===== src/rtl/vga_timing_gen_if.sv =====
// Configuration handshake plus raster outputs of vga_timing_gen.
// The slave modport is the generator side; the master modport is the controller / pipeline side.
interface vga_timing_gen_if #(
    parameter int CNT_W = 12
);
    logic               cfg_valid;
    logic               cfg_ready;
    logic [4*CNT_W-1:0] cfg_h;
    logic [4*CNT_W-1:0] cfg_v;
    logic [1:0]         cfg_pol;
    logic               cfg_err;

    logic               h_sync;
    logic               v_sync;
    logic [CNT_W-1:0]   x_idx;
    logic [CNT_W-1:0]   y_idx;
    logic               video_enable;
    logic               line_start;
    logic               frame_start;

    modport master (
        output cfg_valid,
        output cfg_h,
        output cfg_v,
        output cfg_pol,
        input  cfg_ready,
        input  cfg_err,
        input  h_sync,
        input  v_sync,
        input  x_idx,
        input  y_idx,
        input  video_enable,
        input  line_start,
        input  frame_start
    );

    modport slave (
        input  cfg_valid,
        input  cfg_h,
        input  cfg_v,
        input  cfg_pol,
        output cfg_ready,
        output cfg_err,
        output h_sync,
        output v_sync,
        output x_idx,
        output y_idx,
        output video_enable,
        output line_start,
        output frame_start
    );
endinterface


===== src/rtl/vga_timing_gen.sv =====
// Runtime-reconfigurable raster timing generator with registered, aligned sync/enable/index outputs.
// New timing is shadowed through a valid/ready port and goes live only at a frame boundary.
module vga_timing_gen #(
    parameter int   CNT_W    = 12,
    parameter int   H_ACTIVE = 1920,
    parameter int   H_FP     = 88,
    parameter int   H_SW     = 44,
    parameter int   H_BP     = 148,
    parameter int   V_ACTIVE = 1080,
    parameter int   V_FP     = 4,
    parameter int   V_SW     = 5,
    parameter int   V_BP     = 36,
    parameter logic HS_POL   = 1'b1,
    parameter logic VS_POL   = 1'b1
) (
    input logic             clk,
    input logic             reset,
    vga_timing_gen_if.slave vga
);

    localparam int TOT_W = CNT_W + 2;

    typedef logic [CNT_W-1:0] cnt_t;
    typedef logic [TOT_W-1:0] tot_t;

    typedef struct packed {
        cnt_t act;
        cnt_t fp;
        cnt_t sw;
        cnt_t bp;
    } axis_t;

    typedef enum logic {
        SH_EMPTY,
        SH_FULL
    } shadow_e;

    localparam axis_t H_DEF   = {cnt_t'(H_ACTIVE), cnt_t'(H_FP), cnt_t'(H_SW), cnt_t'(H_BP)};
    localparam axis_t V_DEF   = {cnt_t'(V_ACTIVE), cnt_t'(V_FP), cnt_t'(V_SW), cnt_t'(V_BP)};
    localparam tot_t  TOT_LIM = tot_t'(1) << CNT_W;

    function automatic tot_t total(input axis_t a);
        return tot_t'(a.act) + tot_t'(a.fp) + tot_t'(a.sw) + tot_t'(a.bp);
    endfunction

    function automatic logic axis_ok(input axis_t a);
        return (a.act != '0) && (a.fp != '0) && (a.sw != '0) && (a.bp != '0) &&
               (total(a) < TOT_LIM);
    endfunction

    function automatic logic in_sync(input axis_t a, input cnt_t c);
        tot_t sync_start;
        sync_start = tot_t'(a.act) + tot_t'(a.fp);
        return (tot_t'(c) >= sync_start) && (tot_t'(c) < sync_start + tot_t'(a.sw));
    endfunction

    function automatic logic at_last(input axis_t a, input cnt_t c);
        return tot_t'(c) == (total(a) - tot_t'(1));
    endfunction

    axis_t      cfg_h_s;
    axis_t      cfg_v_s;
    logic       cfg_fire;
    logic       cfg_ok;
    logic       h_last;
    logic       v_last;
    logic       apply;

    logic       started_q, started_d;
    cnt_t       h_cnt_q,   h_cnt_d;
    cnt_t       v_cnt_q,   v_cnt_d;
    axis_t      live_h_q,  live_h_d;
    axis_t      live_v_q,  live_v_d;
    logic [1:0] pol_q,     pol_d;
    shadow_e    sh_q,      sh_d;
    axis_t      sh_h_q,    sh_h_d;
    axis_t      sh_v_q,    sh_v_d;
    logic [1:0] sh_pol_q,  sh_pol_d;
    logic       hs_q,      hs_d;
    logic       vs_q,      vs_d;
    logic       ven_q,     ven_d;
    logic       ls_q,      ls_d;
    logic       fs_q,      fs_d;
    logic       err_q,     err_d;

    assign cfg_h_s  = vga.cfg_h;
    assign cfg_v_s  = vga.cfg_v;
    assign cfg_fire = vga.cfg_valid && (sh_q == SH_EMPTY);
    assign cfg_ok   = axis_ok(cfg_h_s) && axis_ok(cfg_v_s);
    assign h_last   = at_last(live_h_q, h_cnt_q);
    assign v_last   = at_last(live_v_q, v_cnt_q);
    assign apply    = started_q && (sh_q == SH_FULL) && h_last && v_last;

    always_comb begin
        started_d = started_q;
        h_cnt_d   = h_cnt_q;
        v_cnt_d   = v_cnt_q;
        live_h_d  = live_h_q;
        live_v_d  = live_v_q;
        pol_d     = pol_q;
        sh_d      = sh_q;
        sh_h_d    = sh_h_q;
        sh_v_d    = sh_v_q;
        sh_pol_d  = sh_pol_q;

        // The first edge after reset presents (0,0) instead of advancing, so x/y track the counters.
        if (!started_q) begin
            started_d = 1'b1;
        end else if (h_last) begin
            h_cnt_d = '0;
            v_cnt_d = v_last ? '0 : v_cnt_q + cnt_t'(1);
        end else begin
            h_cnt_d = h_cnt_q + cnt_t'(1);
        end

        case (sh_q)
            SH_EMPTY: begin
                if (cfg_fire && cfg_ok) begin
                    sh_d     = SH_FULL;
                    sh_h_d   = cfg_h_s;
                    sh_v_d   = cfg_v_s;
                    sh_pol_d = vga.cfg_pol;
                end
            end
            SH_FULL: begin
                if (apply) begin
                    sh_d     = SH_EMPTY;
                    live_h_d = sh_h_q;
                    live_v_d = sh_v_q;
                    pol_d    = sh_pol_q;
                end
            end
            default: sh_d = SH_EMPTY;
        endcase

        // Outputs are derived from next-state values so they stay aligned with x_idx/y_idx.
        err_d = cfg_fire && !cfg_ok;
        ven_d = (h_cnt_d < live_h_d.act) && (v_cnt_d < live_v_d.act);
        ls_d  = (h_cnt_d == '0);
        fs_d  = (h_cnt_d == '0) && (v_cnt_d == '0);
        hs_d  = in_sync(live_h_d, h_cnt_d) ? pol_d[1] : ~pol_d[1];
        vs_d  = in_sync(live_v_d, v_cnt_d) ? pol_d[0] : ~pol_d[0];
    end

    always_ff @(posedge clk or posedge reset) begin
        if (reset) begin
            started_q <= 1'b0;
            h_cnt_q   <= '0;
            v_cnt_q   <= '0;
            live_h_q  <= H_DEF;
            live_v_q  <= V_DEF;
            pol_q     <= {HS_POL, VS_POL};
            sh_q      <= SH_EMPTY;
            sh_h_q    <= '0;
            sh_v_q    <= '0;
            sh_pol_q  <= '0;
            hs_q      <= ~HS_POL;
            vs_q      <= ~VS_POL;
            ven_q     <= 1'b0;
            ls_q      <= 1'b0;
            fs_q      <= 1'b0;
            err_q     <= 1'b0;
        end else begin
            started_q <= started_d;
            h_cnt_q   <= h_cnt_d;
            v_cnt_q   <= v_cnt_d;
            live_h_q  <= live_h_d;
            live_v_q  <= live_v_d;
            pol_q     <= pol_d;
            sh_q      <= sh_d;
            sh_h_q    <= sh_h_d;
            sh_v_q    <= sh_v_d;
            sh_pol_q  <= sh_pol_d;
            hs_q      <= hs_d;
            vs_q      <= vs_d;
            ven_q     <= ven_d;
            ls_q      <= ls_d;
            fs_q      <= fs_d;
            err_q     <= err_d;
        end
    end

    assign vga.cfg_ready    = (sh_q == SH_EMPTY);
    assign vga.cfg_err      = err_q;
    assign vga.h_sync       = hs_q;
    assign vga.v_sync       = vs_q;
    assign vga.x_idx        = h_cnt_q;
    assign vga.y_idx        = v_cnt_q;
    assign vga.video_enable = ven_q;
    assign vga.line_start   = ls_q;
    assign vga.frame_start  = fs_q;

endmodule

===== src/flat_wrapper.sv =====
// flat-port wrapper written by rule: the top's interface ports become plain ports
module vga_timing_gen_flat 
#(
    parameter int   CNT_W    = 12,
    parameter int   H_ACTIVE = 1920,
    parameter int   H_FP     = 88,
    parameter int   H_SW     = 44,
    parameter int   H_BP     = 148,
    parameter int   V_ACTIVE = 1080,
    parameter int   V_FP     = 4,
    parameter int   V_SW     = 5,
    parameter int   V_BP     = 36,
    parameter logic HS_POL   = 1'b1,
    parameter logic VS_POL   = 1'b1
)
  (clk, reset, vga_cfg_valid, vga_cfg_h, vga_cfg_v, vga_cfg_pol, vga_cfg_ready, vga_cfg_err, vga_h_sync, vga_v_sync, vga_x_idx, vga_y_idx, vga_video_enable, vga_line_start, vga_frame_start);
  vga_timing_gen_if #(.CNT_W(CNT_W)) vga_i ();
  input logic clk;
  input logic reset;
  input wire logic [$bits(vga_i.cfg_valid)-1:0] vga_cfg_valid;
  input wire logic [$bits(vga_i.cfg_h)-1:0] vga_cfg_h;
  input wire logic [$bits(vga_i.cfg_v)-1:0] vga_cfg_v;
  input wire logic [$bits(vga_i.cfg_pol)-1:0] vga_cfg_pol;
  output wire logic [$bits(vga_i.cfg_ready)-1:0] vga_cfg_ready;
  output wire logic [$bits(vga_i.cfg_err)-1:0] vga_cfg_err;
  output wire logic [$bits(vga_i.h_sync)-1:0] vga_h_sync;
  output wire logic [$bits(vga_i.v_sync)-1:0] vga_v_sync;
  output wire logic [$bits(vga_i.x_idx)-1:0] vga_x_idx;
  output wire logic [$bits(vga_i.y_idx)-1:0] vga_y_idx;
  output wire logic [$bits(vga_i.video_enable)-1:0] vga_video_enable;
  output wire logic [$bits(vga_i.line_start)-1:0] vga_line_start;
  output wire logic [$bits(vga_i.frame_start)-1:0] vga_frame_start;
  assign vga_i.cfg_valid = vga_cfg_valid;
  assign vga_i.cfg_h = vga_cfg_h;
  assign vga_i.cfg_v = vga_cfg_v;
  assign vga_i.cfg_pol = vga_cfg_pol;
  assign vga_cfg_ready = vga_i.cfg_ready;
  assign vga_cfg_err = vga_i.cfg_err;
  assign vga_h_sync = vga_i.h_sync;
  assign vga_v_sync = vga_i.v_sync;
  assign vga_x_idx = vga_i.x_idx;
  assign vga_y_idx = vga_i.y_idx;
  assign vga_video_enable = vga_i.video_enable;
  assign vga_line_start = vga_i.line_start;
  assign vga_frame_start = vga_i.frame_start;
  vga_timing_gen #(.CNT_W(CNT_W), .H_ACTIVE(H_ACTIVE), .H_FP(H_FP), .H_SW(H_SW), .H_BP(H_BP), .V_ACTIVE(V_ACTIVE), .V_FP(V_FP), .V_SW(V_SW), .V_BP(V_BP), .HS_POL(HS_POL), .VS_POL(VS_POL)) u_core (.clk(clk), .reset(reset), .vga(vga_i));
endmodule

===== config.mk =====
export PLATFORM = sky130hd
export DESIGN_NAME = vga_timing_gen_flat
export DESIGN_NICKNAME = d
export VERILOG_FILES = /design/src/rtl/vga_timing_gen_if.sv /design/src/rtl/vga_timing_gen.sv /design/src/flat_wrapper.sv
export SDC_FILE = /design/constraint.sdc
export NUM_CORES = 1
export LEC_CHECK = 0
export BUFFER_PORTS_ARGS = -buffer_cell sky130_fd_sc_hd__buf_2
export CORE_ASPECT_RATIO = 1.75
export CORE_MARGIN = 2
export CORE_UTILIZATION = 65
export CTS_BUF_LIST = sky130_fd_sc_hd__clkbuf_4
export CTS_CLUSTER_DIAMETER = 60
export CTS_CLUSTER_SIZE = 10
export DETAILED_ROUTE_END_ITERATION = 10
export PLACE_DENSITY_LB_ADDON = 0.12
export SLEW_MARGIN = 20
export SYNTH_ARGS = -nofsm -noshare
export SYNTH_HDL_FRONTEND = slang
export SYNTH_SLANG_ARGS = --single-unit

===== constraint.sdc =====
create_clock -name clk -period 27.8 [get_ports clk]
set_input_delay 2.78 -clock clk [delete_from_list [all_inputs] [get_ports clk]]
set_output_delay 2.78 -clock clk [all_outputs]
set_load 0.01 [all_outputs]

==> results.txt, run 1 <==
- Flip-flop and latch count after synthesis: ~230
- Once the clock tree was built, the resizer swapped 0 gates to a different size.
* Synthesis warning total: 0
- In the final routed layout, each cell accounts on average for ~22 µm.
- Number of standard cells in the final layout excluding fillers: 2464
* Area of the core: roughly 28000 µm²
- Post-Syn Instances: ~2000
- Async S/R FF share, synth: 100%
- In the final layout, the share of cells above drive strength 1 is between 10% and 20%.
- Dividing total power by cell area gives a power density of ~47 nW/µm².
* Sequential element share of the synthesized area: a little under a third
* Post-route minimum period: 11.06 ns
- In this run, synthesis inferred 0 flip-flops with an integrated enable.
* Detailed-placement wirelength estimate: approximately 45 mm
- Cells on Worst Hold Path: 2
- Share of the clock period used by the worst path after layout: between 30% and 40%
- For this run, the slowest stage of the critical path takes between 0.6 and 0.7 ns.
- Once the floorplan was initialized, standard cells occupied 65.7% of the core.
- After routing the design area is just under 20000 µm².
- The tightest min-delay check is of the reg -> reg type.
- DRC violation count after routing: 0
- TritonCTS sink count: roughly 230
- The largest individual stage delay along the critical path comes from the cell buf_4.
* Post-detailed-route via-to-cell ratio: around 6
* Violation count after the first detailed-routing iteration: approximately 660
- Depth of the most critical reg-to-reg path: 47
- The initialized floorplan defines 81 standard-cell rows.
- Reg2Reg Setup Slack: 16.74 ns
- After clock tree synthesis, the clock-pin slew on the worst setup and hold paths is around 0.12 ns.
- All-Layer GR Usage: a little under two fifths
- Element type at the critical path start: flip-flop
- Overall die height: roughly 230 µm
* Detail Route Antenna Nets: 0
- Net count reported at finish: 2469
* Final GP Congestion: between 0.9 and 1
- Relative to the synthesized area, the layout overhead comes to 7.25%.
- Cells fill a little over two thirds of the core in the end.
- Pin count of the biggest net entering global routing: 150
- Peak fanout along the critical path: 77
- Yosys mapped the design onto approximately 80 distinct sky130hd cell types.
- Classification of the worst setup path: reg -> reg
- Number of setup violations in the final report: 0
- Avg Inst Size Synth: ~9.4 µm²
- Measured against its own limit, the worst slew margin works out to 30.7%.
- The die is roughly 130 µm wide.
* Buffers from clock root to sink, at most: 3
* Status: finished, final reports clean
- STA puts the critical path data required time at ~28 ns.
- In the final layout, flip-flops and latches occupy between 5000 and 6000 µm².
* Pleak: 10.2 nW
* Buffers inserted during post-CTS setup optimization: 0
* Startpoint of the lowest-slack register-to-register path: u_core.live_v_q[36]$_DFF_PP0_
* Post-Place Cells: roughly 2400
* Total I/O pin count: 132
- Initial antenna violation count: 2
- For the pin with the worst max-slew slack, the measured transition is 1.03 ns.
- Total wire length: between 50 and 60 mm
* Most frequently used flop master after synthesis: dfrtp_1
- Num CTS Buffers: 27
- Global-route wire length before repair: 83.3 mm
- Total Die Area: between 20000 and 30000 µm²
* Clock skew after layout: around 0.043 ns
- Maximum clock frequency: around 0.09 GHz
- Summing all placed instances gives a cell area of 19300 µm².
- Across the run, the number of max-cap violations was 0.
* Number of pins with negative max-slew slack in the final report: 0
- By instance count, the cell type seen most on the critical path is a21oi_1.
- Summed over all layers, the global routing overflow is 0.
- End of the worst hold path: u_core.live_v_q[10]$_DFFE_PP0P_
- Setup repair after global routing missed its margin: no
* Element type at the critical path end: flip-flop
- Data arrival time at the worst-slack endpoint: between 10 and 15 ns
- Summing all multi-input logic gate instances after layout gives 11400 µm².
- The endpoint identified for the worst register-to-register timing path is u_core.vga.h_sync$_DFF_PP0_.
- Input and output buffers added on the ports amount to approximately 130.
- For this block, the via count after detailed routing is 14800.
- TritonCTS built the clock tree.
* Combined area of all synthesized cells: between 15000 and 20000 µm²
* Worst setup path startpoint: u_core.live_v_q[36]$_DFF_PP0_
- After clock tree synthesis, the flow added hold-fix buffers numbering 0.
* H-Tree Level Count: 1
- Final hold analysis gives a worst-case slack of roughly 0.48 ns.
- After routing, the total negative slack on setup checks comes to 0 ns.
- Initial DRT Pass Iterations: 5
- VDD sags by at most roughly 0.000048 V.
- Total count of hold-check failures in the final report: 0
- The via count of the first global-routing pass came to 15500.
- Clk_lat worst skew: approximately 0.76 ns
- Filler cell count: about 2300
* Min-Delay Startpoint: u_core.sh_v_q[10]$_DFFE_PP0P_
- When the netlist entered floorplanning its net count stood at ~2400.
* Root buf cell: clkbuf_4
==> cell families after synthesis <==
logic type | after synthesis | share of synthesized area [%]
mux | 129 | 7.73
flops | 228 | 31.3
other cells | 1 | 0.0205
buf+inv | 314 | 6.53
simple gates | 480 | 12.7
compound gates | 377 | 12.9
fa+ha+maj | 300 | 22.6
xor+xnor | 127 | 6.15
==> synthesized netlist by cell type, types with 10 or more instances <==
cell | count | area, µm²
nand4_1 | 13 | 81.3
ha_1 | 243 | 3040
nand3_1 | 32 | 160
xnor2_1 | 78 | 683
nor3_1 | 18 | 90.1
a211oi_1 | 11 | 82.6
o21a_1 | 20 | 150
or3_1 | 10 | 62.6
xor2_1 | 48 | 420
nand2b_1 | 25 | 156
nor2b_1 | 21 | 131
buf_2 | 13 | 65.1
mux2i_1 | 29 | 290
a21oi_1 | 124 | 621
dfrtp_1 | 204 | 5100
nor4_1 | 28 | 175
nor2_1 | 53 | 199
and3_1 | 10 | 62.6
fa_1 | 53 | 1060
mux2_2 | 100 | 1130
o21ai_0 | 90 | 450
inv_1 | 264 | 991
o21bai_1 | 25 | 188
a21o_1 | 34 | 255
nand2_1 | 229 | 860
dfstp_2 | 24 | 631
clkbuf_1 | 36 | 135
==> worst max-delay path: cells and delay by family (launching register included) <==
kind	cells	cell delay [ns]
compound gates	18	3.54
fa+ha+maj	8	2.53
simple gates	13	2.53
buf+inv	3	1.07
xor+xnor	4	0.71
flops	1	0.41
mux	1	0.14
==> where the power goes <==
group | total [W] | switching [W] | internal (W)
clock network | 0.000187 | 0.000118 | 0.0000687
logic | 0.000251 | 0.000121 | 0.000130
registers | 0.000479 | 0.0000694 | 0.000410
==> how the worst max path moves through the flow <==
| stage | to | slack, ns | cells past startpoint |
|---|---|---|---|
| global placement | u_core.vga.h_sync$_DFF_PP0_ | 16.96 | 47 |
| finish | u_core.vga.h_sync$_DFF_PP0_ | 16.74 | 47 |
| floorplan | u_core.vga.h_sync$_DFF_PP0_ | 18.03 | 54 |
| global route | u_core.vga.h_sync$_DFF_PP0_ | 15.88 | 47 |
| detailed placement | u_core.vga.h_sync$_DFF_PP0_ | 16.83 | 47 |
| CTS | u_core.vga.h_sync$_DFF_PP0_ | 16.75 | 47 |
==> sequential cells by signal, summed over array words and instances (netlist names) <==
name and count:
u_core.live_h_q 48, u_core.live_v_q 48, u_core.sh_h_q 48, u_core.sh_v_q 48, u_core.vga.x_idx 12, u_core.vga.y_idx 12, u_core.pol_q 2, u_core.sh_pol_q 2
u_core.sh_q 1, u_core.started_q 1, u_core.vga.cfg_err 1, u_core.vga.frame_start 1, u_core.vga.h_sync 1, u_core.vga.line_start 1, u_core.vga.v_sync 1, u_core.vga.video_enable 1
==> final cells by class <==
class                      count  share of cell area, %
sequential                   228                   29.2
antenna                        1                 0.0127
multi-input combinational   1414                   58.0
tap                          373                   2.38
inverter                     264                   5.11
clock buffer                  42                   1.61
clock inverter                 5                  0.140
timing repair buffer         137                   3.59
==> layout by cell type (no fill, tap or decap), drive strengths merged, types with 7 or more instances in the layout <==
master and count:
nand4 15, nor2b 21, a31oi 8, nor2 54
o21a 20, fa 53, a21oi 125, and3 10
nor4 30, o31ai 10, o21bai 25, xnor2 78
dfstp 24, nor3b 8, a211oi 13, mux2i 29
dfrtp 204, nand2 229, a21o 34, and4 8
a2111oi 7, buf 137, nand3 32, mux2 100
clkbuf 42, nor3 18, ha 243, inv 263
nand2b 25, o21ai 95, or3 10, xor2 48
==> routing by layer <==
layer / part of all wire [%] / global-route usage [%]
met1: 31 / 33.9
met2: 54 / 71.6
met3: 4.5 / 5.76
met4: 11 / 33.2
met5: 0 / 0
==> through the flow <==
stage	power (W)	worst slack, ns
2_1_floorplan	0.000637	18.03
3_3_place_gp	0.000720	16.96
3_5_place_dp	0.000733	16.83
4_1_cts	0.000920	16.75
5_1_grt	0.000970	15.88
6_report	0.000917	16.74
Power figures use the tool's default switching activity.
==> inputs of run 2 (changes only) <==
- CORE_UTILIZATION: 65 -> 64
- clock period: 27.8 -> 11.15 ns (I/O delays scaled with it)
==> results.txt, run 2 (synthesis gave the netlist of run 1 again) <==
- Combinational share of power: a little over a quarter
- The final hold violation count is 0.
* Element type at the critical path end: flip-flop
* Number of pins with negative max-slew slack in the final report: 0
- TritonCTS sink count: 228
- The core region is 28400 µm².
- # rows: 82
* Reg2Reg Setup Slack: 0.82 ns
- Classification of the worst setup path: reg -> reg
* Wire length per cell after detailed routing: between 20 and 25 µm
- The initial antenna violation count was 1.
- Detail Route Antenna Nets: 0
- After layout, the worst path uses between 90% and 100% of the clock period.
- Entering global routing, the biggest net connects between 100 and 150 pins.
* Depth of the most critical reg-to-reg path: between 40 and 50
- The library cell used most frequently in the layout, excluding fill and tap cells, is inv_1.
* Initial DRT Pass Iterations: 5
* Critical Path Slowest Stage Cell: fa_1
- All-Layer GR Usage: 37.3%
- For the pin with the worst max-slew slack, the measured transition is approximately 1.0 ns.
* Part of the power in registers: between 50% and 60%
* Fraction of layout cells with a size suffix above 1: 16.3%
* Power per cell area: 118 nW/µm²
* Normalized max-slew margin: 29.9%
- Post-detailed-route via-to-cell ratio: 6.05
- Num CTS Buffers: 27
- Maximum clock frequency: 0.0968 GHz
- Number of I/O port buffers: between 100 and 150
* Root buf cell: clkbuf_4
- Most frequent cell on the critical path: a21oi_1
- Utilization after layout: 69.7%
- Wires add up to between 50 and 60 mm.
* Overflow after GRT: 0
* Highest cell delay on the worst timing path: about 0.44 ns
- Across all layers, the routed design uses 15000 vias.
- Clk_lat worst skew: 0.78 ns
- Internal power comes to around 0.0016 W.
- Post-layout power: 0.00234 W
- The via count of the first global-routing pass is roughly 16000.
* Total Die Area: roughly 30000 µm²
* Total I/O pin count: approximately 130
- Setup violations remaining at the end of the flow were counted as 0.
- In this run switching power makes up between 30% and 40% of total power.
* Horizontal die dimension: about 130 µm
- Maximum Capacitance Violations: 0
- Required time reported for the critical path endpoint: approximately 12 ns
- The path class of the tightest hold or removal check is reg -> reg.
- H-Tree Level Count: 1
* Worst IR Drop VDD: 0.000169 V
- Counting along the longest clock path gives a buffer depth of 3.
* Data arrival time at the worst-slack endpoint: about 11 ns
- Global-route wire length before repair: 85.4 mm
- The top cell types in the final layout, fill and taps aside, are inv_1 (263), ha_1 (243), nand2_1 (229).
* Clock skew after layout: a little over 0.07 ns
- Overall die height: 228 µm
- Summed over all nets, the half-perimeter wirelength after detailed placement is 45.7 mm.
- Peak fanout along the critical path: 26
- The area growth from synthesis to layout is 8.13%.
- The net count of the finished layout is between 2000 and 2500.
- In this run the power spent charging and discharging nets is 0.000787 W.
- The initial utilization of the core area, before any placement, comes to 64.4%.
- Element type at the critical path start: flip-flop
* DRC violation count after routing: 0
* Final GP Congestion: 1.00
* Clk slew on worst S/H paths: 0.12 ns
- TritonCTS built the clock tree.
- Post-route minimum period: ~10 ns
- The first routing iteration left about 850 violations.
- Summed over all cells, the static leakage comes to about 10 nW.
- The clock network is responsible for a little over a fifth of the overall power.
* Status: finished, final reports clean
- Cells on Worst Hold Path: 2
==> run 2: path summary, 6_finish.rpt <==
path	from	endpoint
hold reg to reg	u_core.sh_h_q[0]$_DFFE_PP0P_	u_core.live_h_q[0]$_DFFE_PP0P_
max in group asynchronous	reset	u_core.live_v_q[36]$_DFF_PP0_
setup / recovery	u_core.live_h_q[24]$_DFF_PP0_	u_core.vga.v_sync$_DFF_PP0_
hold / removal	u_core.sh_h_q[0]$_DFFE_PP0P_	u_core.live_h_q[0]$_DFFE_PP0P_
setup reg to reg	u_core.live_h_q[24]$_DFF_PP0_	u_core.vga.v_sync$_DFF_PP0_
min in group asynchronous	reset	u_core.live_v_q[1]$_DFFE_PP0P_
==> run 2: power by group through the flow <==
| stage | Combinational, W | Sequential (W) | Clock, W |
|---|---|---|---|
| 2_1_floorplan | 0.000468 | 0.00112 | 0 |
| 3_3_place_gp | 0.000596 | 0.00121 | 0 |
| 3_5_place_dp | 0.000625 | 0.00122 | 0 |
| 4_1_cts | 0.000629 | 0.00120 | 0.000519 |
| 5_1_grt | 0.000700 | 0.00122 | 0.000544 |
| 6_report | 0.000629 | 0.00121 | 0.000503 |
==> run 2: final cells by class <==
type                            instances  area (µm²)
Fill cell                            2328        8620
Antenna cell                            1        2.50
Multi-Input combinational cell       1414       11400
Inverter                              264         998
Clock inverter                          5        51.3
Tap cell                              378         473
Clock buffer                           45         338
Sequential cell                       228        5740
Timing Repair Buffer                  146         793
==> run 2: critical path, delay by kind of cell (launching register included) <==
kind	cells	cell delay (ns)
xor+xnor	5	1.03
simple gates	8	1.67
mux	1	0.36
flops	1	0.40
compound gates	20	3.49
buf+inv	4	0.49
fa+ha+maj	9	2.77
==> run 2: per-layer routing <==
| layer | vias to the layer above | wire (µm) | track usage, % |
|---|---|---|---|
| met2 | 477 | 30400 | 71.1 |
| met5 | - | 0 | 0 |
| met4 | 0 | 6380 | 34.5 |
| met3 | 257 | 2080 | 4.31 |
| li1 | 6965 | - | - |
| met1 | 7313 | 17200 | 33.3 |
==> run 2: repair_timing <==
action,4_1_cts,5_1_grt
endpoints found under the setup margin,0,2
gates resized for setup,0,6
hold buffers,0,0
buffers inserted,0,1
==> run 2: per-stage QoR <==
stage	hold slack, ns	worst slack (ns)	setup TNS (ns)	area, µm²	cells
5_1_grt	0.507	-0.0624	-0.0624	19800	2481
3_3_place_gp	0.459	0.785	0	19400	2428
3_5_place_dp	0.467	0.669	0	19400	2428
2_1_floorplan	0.446	1.38	0	18300	1956
4_1_cts	0.442	0.653	0	19800	2478
6_report	0.441	0.822	0	19800	2481
